**src/rtl/multiplier_iter_32b_pkg.sv**
```systemverilog
// ----------------------------------------------------------------------------
// tinyrv1_pkg
// Definitions shared by the TinyRV1 iterative multiplier and its datapath:
//   - imul_state_t : control FSM state encoding
//   - IMUL_NITERS  : number of shift-add iterations (one per multiplier bit)
//   - IMUL_CW      : width of the iteration counter
//   - mux2_32      : the common 2-input 32-bit mux used for register next-value
//                    selection (sel=0 -> in0, sel=1 -> in1)
// ----------------------------------------------------------------------------
package tinyrv1_pkg;

    typedef enum logic [1:0] {
        IDLE = 2'd0,
        CALC = 2'd1,
        DONE = 2'd2
    } imul_state_t;

    localparam int IMUL_NITERS = 32;
    localparam int IMUL_CW     = $clog2(IMUL_NITERS);

    function automatic logic [31:0] mux2_32(
        input logic        sel,
        input logic [31:0] in0,
        input logic [31:0] in1
    );
        return sel ? in1 : in0;
    endfunction

endpackage

```
**src/rtl/multiplier_iter_32b_if.sv**
```systemverilog
// ----------------------------------------------------------------------------
// multiplier_iter_32b_if
// Operand and product streams of the iterative multiplier, each using a
// latency-insensitive val/rdy handshake.
//   istream_val  operands valid          (master -> slave)
//   istream_rdy  multiplier can accept    (slave  -> master)
//   in0          multiplicand, 32 bits    (master -> slave)
//   in1          multiplier, 32 bits      (master -> slave)
//   ostream_val  product valid            (slave  -> master)
//   ostream_rdy  consumer can take product(master -> slave)
//   out          product, low 32 bits     (slave  -> master)
// The multiplier itself is the slave; the control unit / testbench is the
// master of both streams.
// ----------------------------------------------------------------------------
interface multiplier_iter_32b_if;

    logic        istream_val;
    logic        istream_rdy;
    logic [31:0] in0;
    logic [31:0] in1;
    logic        ostream_val;
    logic        ostream_rdy;
    logic [31:0] out;

    modport master (
        output istream_val,
        output in0,
        output in1,
        output ostream_rdy,
        input  istream_rdy,
        input  ostream_val,
        input  out
    );

    modport slave (
        input  istream_val,
        input  in0,
        input  in1,
        input  ostream_rdy,
        output istream_rdy,
        output ostream_val,
        output out
    );

endinterface

```
**src/rtl/multiplier_iter_32b_dpath.sv**
```systemverilog
// ----------------------------------------------------------------------------
// multiplier_iter_32b_dpath
// Shift-add datapath: multiplicand (a), multiplier (b), partial product
// (result) and iteration counter registers plus the adder and shifters.
// Ports:
//   clk            clock, rising edge
//   rst            synchronous active-high reset, clears every register
//   load_i         capture operands, clear result and counter
//   shift_i        one iteration: a<<=1, b>>=1, count++
//   add_en_i       accumulate a into result this cycle
//   in0_i, in1_i   operands captured on load_i
//   b_lsb_o        current multiplier LSB (decides add_en_i)
//   count_done_o   current iteration is the last one
//   result_o       partial / final product
// ----------------------------------------------------------------------------
module multiplier_iter_32b_dpath
    import tinyrv1_pkg::*;
(
    input  logic        clk,
    input  logic        rst,
    input  logic        load_i,
    input  logic        shift_i,
    input  logic        add_en_i,
    input  logic [31:0] in0_i,
    input  logic [31:0] in1_i,
    output logic        b_lsb_o,
    output logic        count_done_o,
    output logic [31:0] result_o
);

    logic [31:0]        a_q, a_d;
    logic [31:0]        b_q, b_d;
    logic [31:0]        result_q, result_d;
    logic [IMUL_CW-1:0] count_q, count_d;
    logic [31:0]        sum;

    // Carry-out is dropped: only the low 32 bits of the product are kept.
    assign sum = result_q + a_q;

    always_comb begin
        a_d      = mux2_32(load_i, mux2_32(shift_i, a_q, a_q << 1), in0_i);
        b_d      = mux2_32(load_i, mux2_32(shift_i, b_q, b_q >> 1), in1_i);
        result_d = mux2_32(load_i, mux2_32(add_en_i, result_q, sum), 32'd0);
        count_d  = count_q;
        if (load_i) begin
            count_d = '0;
        end else if (shift_i) begin
            count_d = count_q + 1'b1;
        end
    end

    always_ff @(posedge clk) begin
        if (rst) begin
            a_q      <= '0;
            b_q      <= '0;
            result_q <= '0;
            count_q  <= '0;
        end else begin
            a_q      <= a_d;
            b_q      <= b_d;
            result_q <= result_d;
            count_q  <= count_d;
        end
    end

    assign b_lsb_o      = b_q[0];
    assign count_done_o = (count_q == IMUL_CW'(IMUL_NITERS - 1));
    assign result_o     = result_q;

endmodule

```
**src/rtl/multiplier_iter_32b.sv**
```systemverilog
// ----------------------------------------------------------------------------
// multiplier_iter_32b
// Iterative 32x32->32 shift-add multiplier for the TinyRV1 MUL instruction.
// Always runs the full 32 iterations, so an accepted operand pair produces
// ostream_val 33 cycles later. Only the low 32 bits of the product are
// returned, which is identical for signed and unsigned operands.
// Ports:
//   clk   clock, rising edge
//   rst   synchronous active-high reset; abandons any operation in flight
//   io    slave side of the operand/product val/rdy streams
//
// state | meaning
// ------+-----------------------------------------------------------
// IDLE  | ready for operands (istream_rdy=1)
// CALC  | 32 shift-add iterations, both streams stalled
// DONE  | product presented (ostream_val=1) until ostream_rdy
// ----------------------------------------------------------------------------
module multiplier_iter_32b
    import tinyrv1_pkg::*;
(
    input  logic                  clk,
    input  logic                  rst,
    multiplier_iter_32b_if.slave  io
);

    localparam logic [1:0] S_IDLE = IDLE;
    localparam logic [1:0] S_CALC = CALC;
    localparam logic [1:0] S_DONE = DONE;

    logic [1:0]  state_q, state_d;
    logic        load;
    logic        shift;
    logic        add_en;
    logic        b_lsb;
    logic        count_done;
    logic [31:0] result;
    logic        in_xfer;
    logic        out_xfer;

    // Handshake outputs are gated with rst so nothing is offered or accepted
    // while reset is held, even before the state register has cleared.
    assign io.istream_rdy = !rst && (state_q == S_IDLE);
    assign io.ostream_val = !rst && (state_q == S_DONE);
    assign io.out         = io.ostream_val ? result : 32'd0;

    assign in_xfer  = io.istream_val && io.istream_rdy;
    assign out_xfer = io.ostream_val && io.ostream_rdy;

    assign load   = in_xfer;
    assign shift  = (state_q == S_CALC);
    assign add_en = shift && b_lsb;

    always_comb begin
        state_d = state_q;
        case (state_q)
            S_IDLE: if (in_xfer)    state_d = S_CALC;
            S_CALC: if (count_done) state_d = S_DONE;
            S_DONE: if (out_xfer)   state_d = S_IDLE;
            default:                state_d = S_IDLE;
        endcase
    end

    always_ff @(posedge clk) begin
        if (rst) begin
            state_q <= S_IDLE;
        end else begin
            state_q <= state_d;
        end
    end

    multiplier_iter_32b_dpath u_dpath (
        .clk          (clk),
        .rst          (rst),
        .load_i       (load),
        .shift_i      (shift),
        .add_en_i     (add_en),
        .in0_i        (io.in0),
        .in1_i        (io.in1),
        .b_lsb_o      (b_lsb),
        .count_done_o (count_done),
        .result_o     (result)
    );

endmodule

```
**src/flat_wrapper.sv**
```systemverilog
// flat-port wrapper written by rule: the top's interface ports become plain ports
module multiplier_iter_32b_flat import tinyrv1_pkg::*;
  (clk, rst, io_istream_val, io_in0, io_in1, io_ostream_rdy, io_istream_rdy, io_ostream_val, io_out);
  multiplier_iter_32b_if io_i ();
  input  logic clk;
  input  logic rst;
  input wire logic [$bits(io_i.istream_val)-1:0] io_istream_val;
  input wire logic [$bits(io_i.in0)-1:0] io_in0;
  input wire logic [$bits(io_i.in1)-1:0] io_in1;
  input wire logic [$bits(io_i.ostream_rdy)-1:0] io_ostream_rdy;
  output wire logic [$bits(io_i.istream_rdy)-1:0] io_istream_rdy;
  output wire logic [$bits(io_i.ostream_val)-1:0] io_ostream_val;
  output wire logic [$bits(io_i.out)-1:0] io_out;
  assign io_i.istream_val = io_istream_val;
  assign io_i.in0 = io_in0;
  assign io_i.in1 = io_in1;
  assign io_i.ostream_rdy = io_ostream_rdy;
  assign io_istream_rdy = io_i.istream_rdy;
  assign io_ostream_val = io_i.ostream_val;
  assign io_out = io_i.out;
  multiplier_iter_32b u_core (.clk(clk), .rst(rst), .io(io_i));
endmodule
```
**config.mk**
```make
export PLATFORM = sky130hd
export DESIGN_NAME = multiplier_iter_32b_flat
export DESIGN_NICKNAME = d
export VERILOG_FILES = /design/src/rtl/multiplier_iter_32b_pkg.sv /design/src/rtl/multiplier_iter_32b_if.sv /design/src/rtl/multiplier_iter_32b_dpath.sv /design/src/rtl/multiplier_iter_32b.sv /design/src/flat_wrapper.sv
export SDC_FILE = /design/constraint.sdc
export NUM_CORES = 1
export LEC_CHECK = 0
export ABC_CLOCK_PERIOD_IN_PS = 6900
export CORE_ASPECT_RATIO = 1.75
export CORE_UTILIZATION = 33
export CTS_CLUSTER_SIZE = 12
export DETAILED_ROUTE_END_ITERATION = 10
export PLACE_DENSITY = 0.51
export REMOVE_ABC_BUFFERS = 1
export SLEW_MARGIN = 0
export SYNTH_ARGS = -nofsm -noshare
export SYNTH_HDL_FRONTEND = slang
export SYNTH_SLANG_ARGS = --single-unit
```
**constraint.sdc**
```tcl
create_clock -name clk -period 6.9 [get_ports clk]
set_input_delay 0.69 -clock clk [delete_from_list [all_inputs] [get_ports clk]]
set_output_delay 0.69 -clock clk [all_outputs]
set_load 0.05 [all_outputs]
```
==> impl_metrics.py <==
metrics = {
    "outcome": {
        "status": "complete, no violations",
    },
    "clocking": {
        "cts_buffers": 9,
        "postCtsSetupBuffers": 0,
        "cts_tree": "built",
        "clkSlewWorstSetupHoldPaths_ps": 80,
        "clock-sinks": 103,
        "cts.repair.resized": 0,
        "clk_latency_ps": 350,
        "cts_max_level": 3,
        "cts_root_buffer": "clkbuf_16",
        "cts_hold_buffers": 0,
        "clockBufferDepth": 2,
    },
    "sta": {
        "hold_viol": 0,
        "fin_ws_ps": 3720,
        "fin_crit_sh_pct": 46.1,
        "fin_tns_setup_ps": 0,
        "timing_worst_slew_pin_value_ps": 880,
        "slew_headroom_pct": 41.4,
        "grt_setup_unrepaired": "false",
        "fmax_mhz": 314,
        "hold_slack_ps": 455,
        "skew_ps": 10.9,
        "fin_crit_ps": 3180,
        "slew_viol_final": 0,
        "setup_viol": 0,
    },
    "setup_path": {
        "critPathBufInv": 2,
        "r2r_cells": 11,
        "path_class": "reg -> out",
        "critPathLaunchType": "flop",
        "crit_path_top_delay_cell": "clkdlybuf4s50_1",
        "cp-end-kind": "output pin",
        "critPathMaxFanout": 27,
        "cpPeakStageDelay_ps": 800,
        "required_ps": 6210,
        "cp_num_cells": 5,
        "crit_path_cell_trace": "nand2b_1 -> nor2_2 -> buf_4 -> and2_1 -> clkdlybuf4s50_1",
        "crit_family": "buffers and inverters",
        "arrival_ps": 2490,
    },
    "grt": {
        "gr-total-overflow": 0,
        "grtUsageTotal_pct": 19.2,
        "grt_max_degree": 70,
        "grt_pass1_wl_um": 27400,
        "grt_pass1_vias": 5729,
        "antenna_found_initial": 0,
    },
    "logic_synthesis": {
        "async_flop_share_pct": 0,
        "synth.avg_cell_area_um2": 7.83,
        "syn_inst": 756,
        "yosys_most_used_dff": "dfxtp_1",
        "yosysWarnings": 0,
        "syn_area_um2": 5920,
        "ys_ff_latch": 103,
        "ys_types": 61,
        "seq_area_frac_synth_pct": 34.8,
        "synth_edf_count": 0,
    },
    "drt": {
        "wirelength_um": 16900,
        "vias": 5588,
        "dr.pass1.iters": 4,
        "post-route-drc-count": 0,
        "antenna_left": 0,
        "first_iter_violations": 247,
        "drt-vias-per-instance": 5.27,
        "avgRoutedWirePerCell_um": 16.0,
    },
    "power_and_ir_drop": {
        "clockPowerShare_pct": 38.5,
        "ir_drop_mv": 0.160,
        "power_density_nw_per_um2": 181,
        "p_seq_share_pct": 48.2,
        "p_total_mw": 1.33,
        "internal_power_uw": 952,
        "p_leak_nw": 2.69,
        "p_sw_uw": 377,
        "swShare_pct": 28.4,
        "p_comb_share_pct": 13.4,
    },
    "placed_design": {
        "port_buffers": 101,
        "dp_cells": 1045,
        "post_dp_cell_area_um2": 7070,
        "place_ws_ps": 3710,
        "dp_hpwl_um": 11900,
        "routabilityCongestion": 0.814,
    },
    "flow_run": {
        "drv_cap": 0,
    },
    "finish": {
        "final.fill_count": 1817,
        "drive_gt1_share_pct": 6.14,
        "fin_area_um2": 7360,
        "final_nets": 927,
        "antenna_cells": 0,
        "mostFrequentLayoutCells": "162 x nand2_1, 103 x dfxtp_1, 100 x clkdlybuf4s50_1",
        "utilization_pct": 42.0,
        "final_common_cell": "nand2_1",
        "fin_cells": 1061,
        "seqCellArea_um2": 2060,
        "syn_to_final_growth_pct": 24.3,
        "multi_input_area_um2": 3610,
    },
    "hold_path": {
        "hp-class": "reg -> reg",
        "whs_path_depth": 2,
    },
    "floorplanning": {
        "dieArea_um2": 18500,
        "rows": 64,
        "design.core.area_um2": 17500,
        "die_w_um": 103,
        "initial_utilization_pct": 33.8,
        "io_pins": 102,
        "die_h_um": 179,
    },
}
==> layout make-up <==
cell class / instances / share of cell area (%)
multi-input cells: 591 / 49.0
flip-flops and latches: 103 / 28.0
repair buffers: 110 / 14.6
well taps: 231 / 3.93
clock buffers: 9 / 3.06
clock inverters: 7 / 0.901
inverters: 10 / 0.510
==> registers in the layout, indices dropped and copies added (netlist names) <==
signal,cells
u_core.u_dpath.a_q,32
u_core.u_dpath.count_q,5
u_core.state_q,2
u_core.u_dpath.result_o,32
u_core.u_dpath.b_q,32
==> final timing paths <==
path / slack (ps) / to / from
setup / recovery: 3720 / io_out[9] / u_core.state_q[1]
hold / removal: 460 / u_core.u_dpath.b_q[11] / u_core.u_dpath.b_q[11]
setup reg to reg: 3900 / u_core.u_dpath.result_o[28] / u_core.u_dpath.a_q[0]
hold reg to reg: 460 / u_core.u_dpath.b_q[11] / u_core.u_dpath.b_q[11]
==> cell families (layout without fill, tap and decap cells) <==
| logic type | Yosys count | after routing | synth area share [%] |
|---|---|---|---|
| XOR/XNOR | 28 | 28 | 4.14 |
| multiplexers | 3 | 3 | 0.507 |
| adder cells (fa/ha/maj) | 34 | 34 | 7.31 |
| buffers and inverters | 62 | 136 | 4.52 |
| flip-flops | 103 | 103 | 34.8 |
| AND/OR/NAND/NOR | 307 | 307 | 23.0 |
| AO/OA/AOI/OAI | 219 | 219 | 25.7 |
==> cell usage after synthesis, types with 3 or more instances <==
cell,instances,area [um^2]
nand2_1,163,612
a22oi_1,30,225
nand4_1,4,25.0
nor2_1,52,195
o21a_1,4,30.0
a21oi_1,83,415
and2_1,38,238
dfxtp_1,103,2060
nor2b_1,3,18.8
nor3_1,7,35.0
nor3b_1,3,22.5
xnor2_1,17,149
o21bai_1,6,45.0
nand2b_1,3,18.8
a311oi_1,32,280
a21o_1,9,67.6
and3_1,4,25.0
ha_1,33,413
inv_1,10,37.5
clkbuf_1,39,146
nand3_1,22,110
xor2_1,11,96.3
buf_1,7,26.3
mux2i_1,3,30.0
a21oi_2,4,35.0
a211oi_1,4,30.0
buf_6,3,33.8
o21ai_1,5,25.0
o21ai_0,15,75.1
==> layer usage <==
| metal | global-route usage, % | up-vias | part of all wire (%) |
|---|---|---|---|
| met4 | 6.98 | 0 | 2.7 |
| met3 | 2.65 | 24 | 3.1 |
| met5 | 0 | - | 0 |
| met1 | 20.3 | 2647 | 40 |
| met2 | 37.2 | 113 | 55 |
| li1 | - | 2804 | - |
==> power by group through the flow <==
stage / logic, mW / registers (mW) / clock network (mW)
6_report: 0.178 / 0.640 / 0.512
5_1_grt: 0.197 / 0.644 / 0.545
4_1_cts: 0.180 / 0.641 / 0.526
3_5_place_dp: 0.179 / 0.654 / 0
3_3_place_gp: 0.176 / 0.654 / 0
2_1_floorplan: 0.0986 / 0.647 / 0
==> worst register-to-register path, cell delays in order (launching register included) <==
cell	delay, ps
dfxtp_1	340
ha_1	220
fa_1	410
a21oi_1	260
o21ai_1	130
a21oi_1	290
o2111ai_1	160
and2_1	210
a21oi_1	300
o21ai_0	240
mux2i_1	190
o21ai_0	110
Power figures use the tool's default switching activity.
